[src/rtl/sync_demod.sv]
// Synchronous demodulator: triggers one ADC conversion per generator strobe,
// accumulates samples signed by excitation half-cycle, publishes per-period sums.
module sync_demod #(
  parameter int ADC_W   = 12,
  parameter int ACC_W   = 24,
  parameter int TIMEOUT = 255
) (
  input  logic             clk,
  input  logic             rst,
  input  logic             enable,
  input  logic             start_conv,
  input  logic             new_period,
  input  logic             phase,
  output logic             adc_cnv,
  input  logic             adc_busy,
  input  logic [ADC_W-1:0] adc_data,
  output logic [ACC_W-1:0] result,
  output logic             result_valid,
  output logic [7:0]       sample_count,
  output logic             overrun,
  output logic             timeout_err
);

  localparam int TMR_W = $clog2(TIMEOUT + 1);

  typedef enum logic [2:0] {IDLE, CNV, WAIT_HI, WAIT_LO, ACC} state_e;

  state_e             state_q;
  logic               sc_prev_q, np_prev_q;
  logic               sign_q, armed_q, close_pend_q;
  logic               adc_cnv_q, result_valid_q, overrun_q, timeout_err_q;
  logic [TMR_W-1:0]   timer_q;
  logic [ADC_W-1:0]   data_q;
  logic [ACC_W-1:0]   acc_q, result_q;
  logic [7:0]         cnt_q, count_q;

  logic               sc_edge, np_edge, do_close;
  logic signed [ADC_W-1:0] sample_s;
  logic [ACC_W-1:0]   sample_ext, acc_d;
  logic [7:0]         cnt_d;

  assign sc_edge  = start_conv & ~sc_prev_q;
  assign np_edge  = new_period & ~np_prev_q;
  // A close requested mid-conversion waits until the sample has been accumulated.
  assign do_close = (state_q == IDLE) && (np_edge || close_pend_q);

  // Offset-binary to two's complement is an MSB flip.
  assign sample_s   = {~data_q[ADC_W-1], data_q[ADC_W-2:0]};
  assign sample_ext = {{(ACC_W-ADC_W){sample_s[ADC_W-1]}}, sample_s};
  assign acc_d      = sign_q ? (acc_q + sample_ext) : (acc_q - sample_ext);
  assign cnt_d      = (cnt_q == 8'hFF) ? cnt_q : (cnt_q + 8'd1);

  // NOTE: every register here uses <= so all updates see pre-edge values.
  always_ff @(posedge clk or posedge rst) begin
    if (rst) begin
      state_q        <= IDLE;
      sc_prev_q      <= 1'b0;
      np_prev_q      <= 1'b0;
      sign_q         <= 1'b0;
      armed_q        <= 1'b0;
      close_pend_q   <= 1'b0;
      adc_cnv_q      <= 1'b0;
      result_valid_q <= 1'b0;
      overrun_q      <= 1'b0;
      timeout_err_q  <= 1'b0;
      timer_q        <= '0;
      data_q         <= '0;
      acc_q          <= '0;
      result_q       <= '0;
      cnt_q          <= '0;
      count_q        <= '0;
    end else begin
      sc_prev_q      <= start_conv;
      np_prev_q      <= new_period;
      adc_cnv_q      <= 1'b0;
      result_valid_q <= 1'b0;

      if (!enable) armed_q <= 1'b0;

      if (do_close) begin
        if (armed_q && enable) begin
          result_q       <= acc_q;
          count_q        <= cnt_q;
          result_valid_q <= 1'b1;
        end
        armed_q      <= enable;
        acc_q        <= '0;
        cnt_q        <= '0;
        close_pend_q <= 1'b0;
      end else if (np_edge && state_q != IDLE) begin
        close_pend_q <= 1'b1;
      end

      if (sc_edge && state_q != IDLE) overrun_q <= 1'b1;

      case (state_q)
        IDLE: begin
          if (sc_edge && enable) begin
            state_q   <= CNV;
            adc_cnv_q <= 1'b1;
            sign_q    <= phase;
          end
        end
        CNV: begin
          timer_q <= '0;
          state_q <= WAIT_HI;
        end
        WAIT_HI: begin
          if (adc_busy) begin
            state_q <= WAIT_LO;
          end else if (timer_q == TMR_W'(TIMEOUT - 1)) begin
            timeout_err_q <= 1'b1;
            state_q       <= IDLE;
          end else begin
            timer_q <= timer_q + 1'b1;
          end
        end
        WAIT_LO: begin
          if (!adc_busy) begin
            data_q  <= adc_data;
            state_q <= ACC;
          end
        end
        ACC: begin
          acc_q   <= acc_d;
          cnt_q   <= cnt_d;
          state_q <= IDLE;
        end
        default: state_q <= IDLE;
      endcase
    end
  end

  assign adc_cnv      = adc_cnv_q;
  assign result       = result_q;
  assign result_valid = result_valid_q;
  assign sample_count = count_q;
  assign overrun      = overrun_q;
  assign timeout_err  = timeout_err_q;

endmodule

[config.mk]
export PLATFORM = sky130hd
export DESIGN_NAME = sync_demod
export DESIGN_NICKNAME = d
export VERILOG_FILES = /design/src/rtl/sync_demod.sv
export SDC_FILE = /design/constraint.sdc
export NUM_CORES = 1
export LEC_CHECK = 0
export CORE_ASPECT_RATIO = 2
export CORE_MARGIN = 2
export CORE_UTILIZATION = 50
export DETAILED_ROUTE_END_ITERATION = 7
export PLACE_DENSITY = 0.7
export SETUP_SLACK_MARGIN = 0.15
export SYNTH_ARGS = -nofsm -noshare
export SYNTH_HDL_FRONTEND = slang
export SYNTH_SLANG_ARGS = --single-unit
[constraint.sdc]
create_clock -name clk -period 6.24 [get_ports clk]
set_input_delay 1.248 -clock clk [delete_from_list [all_inputs] [get_ports clk]]
set_output_delay 1.248 -clock clk [all_outputs]
set_load 0.01 [all_outputs]
### Word level (Yosys, flattened, before mapping)

Cells that the tools add are included.

* $add $sub $neg: 4
* equal/unequal tests: 13
* multiplexer cells: 22
* bitwise logic cells: 6
* reduce and logical (&&, ||, !) cells: 18

Operators with widths (number)
* 24-bit 2-to-1 mux: 3
* 8-bit 2-to-1 mux: 5
* 24-bit adder: 1
* 24-bit subtractor: 1
* 8-bit by 1-bit adder with 8-bit output, second input constant: 2
* 8-bit equality test, second input constant: 2
* 8-bit case mux with 2 select lines: 1
* 3-bit 2-to-1 mux: 4
* 3-bit case mux with 4 select lines: 1
* 3-bit AND reduction: 3
* 1-bit 2-to-1 mux: 8
* 2-bit inequality test, second input constant: 4
* 2-bit AND reduction: 4
* 3-bit by 2-bit equality test with 1-bit output, second input constant: 2
* 2-bit nonzero test: 3
* 1-bit logical AND: 5
* 2-bit by 1-bit inequality test with 1-bit output, second input constant: 2
* 1-bit NOT: 4
* 3-bit by 1-bit equality test with 1-bit output, second input constant: 1
* 3-bit equality test, second input constant: 1
* 3-bit zero test: 1
* 3-bit inequality test, second input constant: 1
* 3-bit nonzero test: 1
* 1-bit bitwise AND: 2
* 1-bit logical OR: 1

* register bits after elaboration: 96
* input port bits: 19
* output and inout bits: 36
* word-level logic and storage cells: 79

### Logic depth before layout (Yosys ltp)

* word-level depth: 6
* gate-level depth with buffers: 15
* mapped depth without buffers: 15

### Worst setup path before layout

OpenSTA, ideal clock, no wires.

* path kind: reg2reg
* from: register data_q[2]
* to: register acc_q[23]
* setup time: 0.079 ns
* arrival time: 3.465 ns
* required time: 6.161 ns
* setup slack: 2.695 ns
* cell stages (with the launch flop): 14
* path buffers: 0
* period minus slack after synthesis: 3.545 ns
* cells stage by stage: dfrtp_1 > or4_4 > nor4_4 > and2_4 > nand2_1 > o211ai_1 > o21ai_0 > ha_1 > or4_1 > o21ai_2 > o221ai_1 > o41ai_2 > mux2i_1 > mux2i_1

* longest elaborated chain between the ends: 3
* elaborated cells on any way between the ends: 4
* those cells by class: add/sub (2); mux (2)

RTL lines
* from (decl): line 33 `logic [ADC_W-1:0] data_q;`
* from (signal assigned): line 120 `data_q <= adc_data;`
* 24-bit subtractor or 24-bit adder (tied branches): line 50 `assign acc_d = sign_q ? (acc_q + sample_ext) : (acc_q - sample_ext);`
* 24-bit 2-to-1 mux (*): line 50
* 24-bit 2-to-1 mux (*): line 96 `case (state_q)`
* to (signal assigned): line 68 `acc_q <= '0;`
* to (signal assigned): line 87 `acc_q <= '0;`
* to (signal assigned): line 125 `acc_q <= acc_d;`
* to (decl): line 34 `logic [ACC_W-1:0] acc_q, result_q;`

Mark *: on every way between the ends. The rest lies on a longest branch, timed or not.
A chain may end at the register's enable or synchronous reset.

### Worst setup path after layout

Same ends and word-level chain as after synthesis.

==> out/metrics.cfg <==
[outcome]
status=complete, no violations

[route]
drc=0
firstDrtPassIters=5
drtAntennaViolNets=0
via_per_inst=5.74
routed_wl_um=12100
num_vias=4006
dr.first_iter.drc_count=173
wl_per_cell_um=17.4

[clocking]
insertion_delay_ps=340
clkSinkCount=96
cts_root_buffer=clkbuf_16
htreeDepth=3
cts_tree=done
holdBufCountCts=0
cts_buffer_depth=2
cts_setup_buffers=0
cts_resized=0
path_clk_slew_ps=60
cts_buffers=9

[global_route]
grt_pass1_vias=4222
grt-ovfl-total=0
grt_first_pass_wirelength_um=20200
grtUsageTotal_pct=22.4
grt_max_degree=50
use_met3_pct=4.36
top_usage_layer=met2
grtUsageMet1_pct=24.5
grt_use_met2_pct=41.7
antenna_found_initial=0

[layout]
fillers=941
antenna_cells=0
syn_to_final_growth_pct=18.4
regArea_um2=2400
drive_above_1_share_pct=13.9
final_nets=607
multi_input_area_um2=2740

[worst_setup_path]
critPathMaxFanout=6
critical_path_arrival_ps=4290
critical_path_class=reg2reg
ff2ff_path_depth=13
end_kind=flip-flop
required_ps=6500
start_kind=flip-flop

[placed_design]
io_buffers=54
dp_hpwl_um=8630
gp_congestion=0.908

[logic_synthesis]
yosys_warnings=0
post-synth-top-area-cell=dfrtp_1
yosysMostFrequentCell=dfrtp_1
async_flop_share_pct=100
ys_types=64
yosys-top-cells-area=dfrtp_1 46%, mux2_2 9.8%, ha_1 7.4%
synth_commonest_cells=96 x dfrtp_1, 50 x nand2_1, 46 x mux2_2
synth_seq_area_share_pct=45.5
syn_inst=504
ys.flop_type=dfrtp_1
synth.avg_cell_area_um2=10.5
ys_seq_elements=96
syn_nets=555
synth_top_area_share_pct=45.5
synth_edf_count=0
netlist_area_um2=5280

[worst_hold_path]
min_path_type=reg2reg
whs_path_depth=1

[power]
p_leak_nw=2.96
power_density_nw_per_um2=543
peakVddDrop_uv=285

[sta]
clock.fmax_mhz=248
fin_tns_setup_ps=0
finalCriticalPeriod_ps=4030
tightest_slew_ps=1130
hold_ws_ps=482
drv_slew=0
finalHoldViolations=0
fin_worst_skew_ps=7.24
fin_crit_sh_pct=64.5
setup_viol=0
rsz0062_at_grt=false
relSlewSlack_pct=24.3

[floorplan]
core_area_um2=10400
dieHeight_um=149
start_util_pct=50.7
fp-row-count=53
die_w_um=76.6
io_pins=55
design.die.area_um2=11400

[run]
maxCapViolations=0

-- power breakdown --
group          switching, mW  total (mW)  internal [mW]  leakage (nW)
sequential             0.229        1.06          0.832          1.29
clock                  0.242       0.566          0.324         0.153
combinational          0.947        1.77          0.818          1.52
-- cell usage in the layout, fill, tap and decap left out, types with 2 or more instances in the layout --
cell type,n
a21o_1,15
nand2b_1,7
nor3_1,9
a21oi_1,23
nor2_1,34
and2_1,2
xor2_1,27
nor2b_1,3
clkinv_2,3
mux2_2,46
xnor2_1,7
o22ai_1,7
inv_1,13
nand2_1,50
o21a_1,5
clkbuf_16,9
mux2i_1,4
buf_4,5
clkdlybuf4s50_1,54
o21ai_1,3
nand4_1,8
o31ai_1,2
nand3_1,7
o21ai_0,37
and3_1,3
dfrtp_1,96
or3_1,4
o21bai_1,2
ha_1,31
a211oi_1,2
o211ai_1,4
a32o_1,3
inv_6,2
-- state kept, by name, summed over array words and instances (netlist names) --
signal        cells
state_q           3
close_pend_q      1
acc_q            24
cnt_q             8
timer_q           8
adc_cnv           1
data_q           12
np_prev_q         1
sample_count      8
timeout_err       1
sc_prev_q         1
result_valid      1
sign_q            1
armed_q           1
result           24
overrun           1
-- area by class of cell --
type | instances | share of cell area, %
multi-input cells | 376 | 43.8
repair buffers | 59 | 9.25
clock buffers | 10 | 3.83
inverters | 14 | 0.861
flip-flops and latches | 96 | 38.5
clock inverters | 6 | 1.06
well taps | 137 | 2.74
-- per-stage QoR --
stage / cells / utilization (%) / worst slack [ps] / total power, mW / instance area [um^2]
6_report: 698 / 60.0 / 2210 / 3.39 / 6250
5_1_grt: 698 / 60.0 / 1890 / 3.65 / 6250
4_1_cts: 698 / 60.0 / 2210 / 3.40 / 6250
3_5_place_dp: 682 / 57.1 / 2300 / 2.81 / 5940
3_3_place_gp: 682 / 57.1 / 2430 / 2.76 / 5940
2_1_floorplan: 504 / - / 2490 / 2.30 / 5280
-- critical path, stage by stage (launching register included) --
cell and delay, ps:
dfrtp_1 440, or4_4 600, nor4_4 170, and2_4 210, nand2_1 50, o211ai_1 340
o21ai_0 150, ha_1 240, or4_1 490, o21ai_2 250, o221ai_1 210, o41ai_2 300
mux2i_1 270, mux2i_1 220
-- kinds of logic after synthesis --
logic type	after synthesis	share of synthesized area [%]
flops	96	45.5
simple gates	140	13.0
mux	51	10.9
buf+inv	32	2.61
fa+ha+maj	32	7.73
compound gates	119	14.6
xor+xnor	34	5.65
-- path summary, 6_finish.rpt --
kind / endpoint / start / slack [ps]
max: acc_q[23] / data_q[2] / 2210
min reg2reg: timeout_err / timeout_err / 480
max in group asynchronous: np_prev_q / rst / 3750
max reg2reg: acc_q[23] / data_q[2] / 2210
min in group asynchronous: sample_count[7] / rst / 1370
min: timeout_err / timeout_err / 480
-- metal layers --
layer | wire length [um] | up-vias | share of wire (%)
met1 | 4720 | 1973 | 39
met3 | 407 | 29 | 3.4
li1 | - | 1901 | -
met4 | 371 | 0 | 3.1
met5 | 0 | - | 0
met2 | 6610 | 103 | 55
Power figures use the tool's default switching activity.
